File: src/rtl/mem_bus_arbiter.sv
// rtl/mem_bus_arbiter.sv - two-requester block memory arbiter (D cache, I cache)
// Optional round-robin arbitration under ARB_ROUND_ROBIN_EN; default is fixed D-over-I priority.
module mem_bus_arbiter #(
    parameter int ADDR_WIDTH = 6,
    parameter int DATA_WIDTH = 32
) (
    input  logic                  CLK,
    input  logic                  RESET,
    input  logic                  d_read,
    input  logic                  d_write,
    input  logic [ADDR_WIDTH-1:0] d_address,
    input  logic [DATA_WIDTH-1:0] d_writedata,
    output logic [DATA_WIDTH-1:0] d_readdata,
    output logic                  d_busywait,
    input  logic                  i_read,
    input  logic [ADDR_WIDTH-1:0] i_address,
    output logic [DATA_WIDTH-1:0] i_readdata,
    output logic                  i_busywait,
    output logic                  mem_read,
    output logic                  mem_write,
    output logic [ADDR_WIDTH-1:0] mem_address,
    output logic [DATA_WIDTH-1:0] mem_writedata,
    input  logic [DATA_WIDTH-1:0] mem_readdata,
    input  logic                  mem_busywait,
    output logic [1:0]            grant
);

    typedef enum logic [1:0] {IDLE, GNT_D, GNT_I, RELEASE} state_t;

    state_t                  state;
    logic                    started;
    logic                    last;
    logic [ADDR_WIDTH-1:0]   hold_address;
    logic [DATA_WIDTH-1:0]   hold_writedata;

    logic req_d;
    logic req_i;
    logic complete;
    logic pick_d;
    logic pick_i;

    assign req_d    = d_read | d_write;
    assign req_i    = i_read;
    assign complete = started & ~mem_busywait;

`ifdef ARB_ROUND_ROBIN_EN
    // last = 1 means I was served most recently, so D gets the next tie.
    assign pick_d = req_d & (~req_i | last);
`else
    logic unused_last;
    assign unused_last = last;
    assign pick_d      = req_d;
`endif
    assign pick_i = req_i & ~pick_d;

    always_ff @(posedge CLK or posedge RESET) begin
        if (RESET) begin
            state          <= IDLE;
            started        <= 1'b0;
            last           <= 1'b0;
            grant          <= 2'b00;
            hold_address   <= '0;
            hold_writedata <= '0;
        end else begin
            case (state)
                IDLE, RELEASE: begin
                    started <= 1'b0;
                    if (pick_d) begin
                        state <= GNT_D;
                        grant <= 2'b01;
                    end else if (pick_i) begin
                        state <= GNT_I;
                        grant <= 2'b10;
                    end else begin
                        state <= IDLE;
                        grant <= 2'b00;
                    end
                end
                GNT_D: begin
                    hold_address   <= d_address;
                    hold_writedata <= d_writedata;
                    if (mem_busywait) started <= 1'b1;
                    if (complete) begin
                        state   <= RELEASE;
                        grant   <= 2'b00;
                        started <= 1'b0;
                        last    <= 1'b0;
                    end
                end
                GNT_I: begin
                    hold_address <= i_address;
                    if (mem_busywait) started <= 1'b1;
                    if (complete) begin
                        state   <= RELEASE;
                        grant   <= 2'b00;
                        started <= 1'b0;
                        last    <= 1'b1;
                    end
                end
                default: begin
                    state <= IDLE;
                    grant <= 2'b00;
                end
            endcase
        end
    end

    // Outside a grant the memory strobes are low, so the held address/data are don't-care.
    always_comb begin
        mem_read      = 1'b0;
        mem_write     = 1'b0;
        mem_address   = hold_address;
        mem_writedata = hold_writedata;
        case (state)
            GNT_D: begin
                mem_write     = d_write;
                mem_read      = d_read & ~d_write;
                mem_address   = d_address;
                mem_writedata = d_writedata;
            end
            GNT_I: begin
                mem_read    = i_read;
                mem_address = i_address;
            end
            default: begin
            end
        endcase
    end

    assign d_busywait = ~RESET & req_d & ~((state == GNT_D) & complete);
    assign i_busywait = ~RESET & req_i & ~((state == GNT_I) & complete);
    assign d_readdata = mem_readdata;
    assign i_readdata = mem_readdata;

endmodule

File: config.mk
export PLATFORM = sky130hd
export DESIGN_NAME = mem_bus_arbiter
export DESIGN_NICKNAME = d
export VERILOG_FILES = /design/src/rtl/mem_bus_arbiter.sv
export SDC_FILE = /design/constraint.sdc
export NUM_CORES = 1
export LEC_CHECK = 0
export ABC_CLOCK_PERIOD_IN_PS = 1900
export CORE_MARGIN = 2
export CORE_UTILIZATION = 26
export DETAILED_ROUTE_END_ITERATION = 10
export PLACE_DENSITY_LB_ADDON = 0.15
export SYNTH_ARGS = -nofsm -noshare
export SYNTH_HDL_FRONTEND = slang
export SYNTH_SLANG_ARGS = --single-unit
File: constraint.sdc
create_clock -name CLK -period 1.9 [get_ports CLK]
set_input_delay 0.38 -clock CLK [delete_from_list [all_inputs] [get_ports CLK]]
set_output_delay 0.38 -clock CLK [all_outputs]
set_load 0.02 [all_outputs]
==> results.env <==
TOTAL_OF_FLIP_FLOPS_PLUS_LATCHES_AFTER_SYNTHESIS=43
SETUP.WORST_PATH.END_CLASS='output port'
SETUP.WORST_PATH.START_CLASS='flip-flop'
FINALWEIGHTEDCONGESTION=0.665
CORE.ROWCOUNT=33
FLOORPLAN.IO_PINS=190
SYNTHDOMINANTAREACELLTYPE='dfrtp_1'
NUM_ANTENNA_CELLS=0
NET_COUNT_AFTER_SYNTHESIS=277
SYNTH_TOP_CELL_AREA_SHARE=0.478
GR-USAGE-MET3=0.0441
ROUTE.DETAILED.WL_PER_INST_UM=15.2
LEAKAGE_POWER_TOTAL_nW=1.54
FIRST_GLOBAL_VIAS=1689
CTS.REPORTEDPATHS.CLKPINSLEW_PS=80
MAX_CAP_VIOLATIONS=0
WORSTHOLDENDPOINT='hold_writedata[15]'
SYNTH_EDF_COUNT=0
POST_DP_CELL_AREA_SQ_MM=0.00292
FINCLKSKEW_PS=5.89
NUMCTSBUFFERS=5
ITERATION_0_DRC_MARKERS=33
TRITONCTS='yes'
P_PER_AREA_mW_PER_MM2=2130
FMAX_MHz=479
WORST_REG2REG_PATH_LENGTH_IN_CELLS=6
WORST_SLEW_MARGIN=0.824
INITIAL_ANTENNA_VIOLATION_COUNT=0
CTS-ROOT-BUF='clkbuf_8'
DRT.ANTENNA.VIOLATING_NETS=0
SYNTH_FLOP_CELL='dfrtp_1'
R2R_SLACK_PS=390
POST_LAYOUT_NET_COUNT=338
SYNTH_AREA_SQ_MM=0.00225
SYNTH_TOP_AREA_CELLS='dfrtp_1 (48%), buf_4 (21%), mux2_2 (15%), a22oi_1 (2.7%), buf_6 (2.0%)'
FLOORPLAN.CORE_AREA_SQ_MM=0.00830
ARRIVAL_PS=1710
GRT_PASS1_WL_UM=8640
FP.DIEAREA_SQ_MM=0.00941
WORST_PIN_SLEW_PS=264
DIE-HEIGHT_UM=97.0
FINALMAXSLEWVIOLATIONS=0
DRT_FIRST_PASS_ITERS=3
DRC_ERRORS=0
CTS-ROOT-TO-SINK-BUFFERS=2
HOLD_VIOL_FINAL=0
YS_ASYNC_SR_FRACTION=1.00
SYN_AREA_PER_CELL_SQ_UM=11.7
IR_WORST_VDD_V=0.000748
CLOCK_SINKS=43
HTREEDEPTH=2
FINAL_CELL_AREA_EXCLUDING_FILLER_CELLS_SQ_MM=0.00349
AREA_GROWTH_FROM_SYNTHESIS_TO_LAYOUT_PCT=55.2
VIOLATED_CHECKS='negative setup slack'
ROUTE.DETAILED.VIAS_PER_INST=4.19
SETUP_TOTAL_NEGATIVE_SLACK_PS=-6070
DRT-TOTAL-WL_UM=5460
CP.REQUIRED_PS=1520
FINAL_COMMON_CELL='clkdlybuf4s50_1'
FINAL_PERIOD_MINUS_WORST_SETUP_SLACK_PS=2090
DRIVE_GT1_FRAC=0.535
GRT_MAX_DEGREE=44
OVERALL_VIA_COUNT_FROM_DETAIL_ROUTE=1506
GR-MAX-USAGE-LAYER='met2'
CRIT_PATH_SETUP_SLACK_LAYOUT_PS=-188
GLOBALROUTEOVERFLOWTOTAL=0
DETAILED_PLACE_HPWL_UM=3420
PORTBUFFERS=93
PATH_CLASS='reg2out'
RR_STARTPOINT='state[0]'
WORSTHOLDSTART='hold_writedata[15]'
INITIAL_UTILIZATION=0.271
GLOBAL_ROUTE_USAGE_SUM=0.117
CRITICAL_PATH.MAX_FANOUT=4
FINALCRITPERIODSHARE=1.10
GRT_UTIL_MET1=0.132
R2R-END='hold_writedata[31]'
DIE_WIDTH_UM=97.0
HOLD_WC_PATH_TYPE='reg2reg'
FILLERS=806
STATUS='complete, but fails checks'
SYN_INST=192
COMMONEST_NON_FILL_NON_TAP_CELLS_IN_THE_LAYOUT='clkdlybuf4s50_1 (51), dfrtp_1 (43), buf_6 (42)'
RSZ_0062_RAISED_AFTER_GLOBAL_ROUTING='yes'
GRTUSAGEMET2=0.190
HOLD_DEPTH=1
SYNTHDISTINCTLIBCELLS=22
SETUP_VIOL=40
INSERTION_DELAY_PS=300
SYNTH.YOSYS.SEQ_AREA_SHARE=0.478
YOSYS_WARNINGS=0
## sequential cells by signal (all words and copies together), names as in the netlist
register / cells
grant: 2
hold_address: 6
hold_writedata: 32
started: 1
state: 2
## metrics by stage
step	util	total power, W	std cells	setup slack (ps)	hold slack, ps
after floorplan	-	0.00377	192	62.6	518
after global placement	0.351	0.00522	332	-405	477
after detailed placement	0.351	0.00523	332	-371	475
after CTS	0.413	0.00734	356	-193	492
after global routing	0.421	0.00784	359	-228	520
final	0.421	0.00742	359	-188	505
## worst max-delay path, cell delays in order (launching register included)
cell       delay (ps)
dfrtp_1           410
buf_6             130
ha_4              170
buf_12            120
clkbuf_16         140
mux2_4            300
buf_6             130
## area by class of cell
| type | count | area [sq um] | area share |
|---|---|---|---|
| clock buffer | 6 | 72.6 | 0.0208 |
| clock inverter | 2 | 12.5 | 0.00358 |
| inverter | 4 | 17.5 | 0.00502 |
| multi-input combinational | 73 | 811 | 0.232 |
| sequential | 43 | 1080 | 0.308 |
| tap | 105 | 131 | 0.0376 |
| timing repair buffer | 126 | 1370 | 0.393 |
## Yosys cell counts (2+ instances only)
| master | n |
|---|---|
| a21oi_1 | 2 |
| a22oi_1 | 8 |
| buf_4 | 64 |
| buf_6 | 4 |
| clkbuf_1 | 3 |
| dfrtp_1 | 43 |
| ha_1 | 3 |
| inv_1 | 4 |
| mux2_1 | 2 |
| mux2_2 | 30 |
| nand2_1 | 7 |
| nand2b_1 | 3 |
| nor2_1 | 3 |
| nor2b_1 | 2 |
| o21ai_0 | 6 |
| o22ai_1 | 2 |
## what timing repair did
item	in CTS	in global routing
hold buffers	0	0
resized for setup	298	16
pin swaps	3	3
buffers inserted	12	5
gates cloned	4	1
endpoints found under the hold margin	0	0
endpoints found under the setup margin	42	41
## layer usage
layer | share of wire | wire, um
met1 | 0.40 | 2210
met2 | 0.47 | 2580
met3 | 0.087 | 477
met4 | 0.037 | 200
met5 | 0 | 0
## kinds of logic after synthesis
group	synth area share
DFF	0.478
adders and majority gates	0.0167
buffers and inverters	0.247
AOI/OAI and AO/OA	0.0534
and+or+nand+nor	0.0439
muxes	0.160
## report_power, final
group | internal, W | switching (W)
logic | 0.00301 | 0.00233
registers | 0.00137 | 0.000128
clock network | 0.000257 | 0.000325
## worst max-delay path by stage
stage | slack (ps) | endpoint | start
2_1_floorplan | 60 | mem_address[2] | state[0]
3_3_place_gp | -410 | mem_address[1] | i_address[1]
3_5_place_dp | -370 | mem_address[1] | i_address[1]
4_1_cts | -190 | mem_writedata[22] | state[0]
5_1_grt | -230 | mem_writedata[19] | state[0]
6_report | -190 | mem_writedata[8] | state[0]
(Power assumes the default switching activity.)
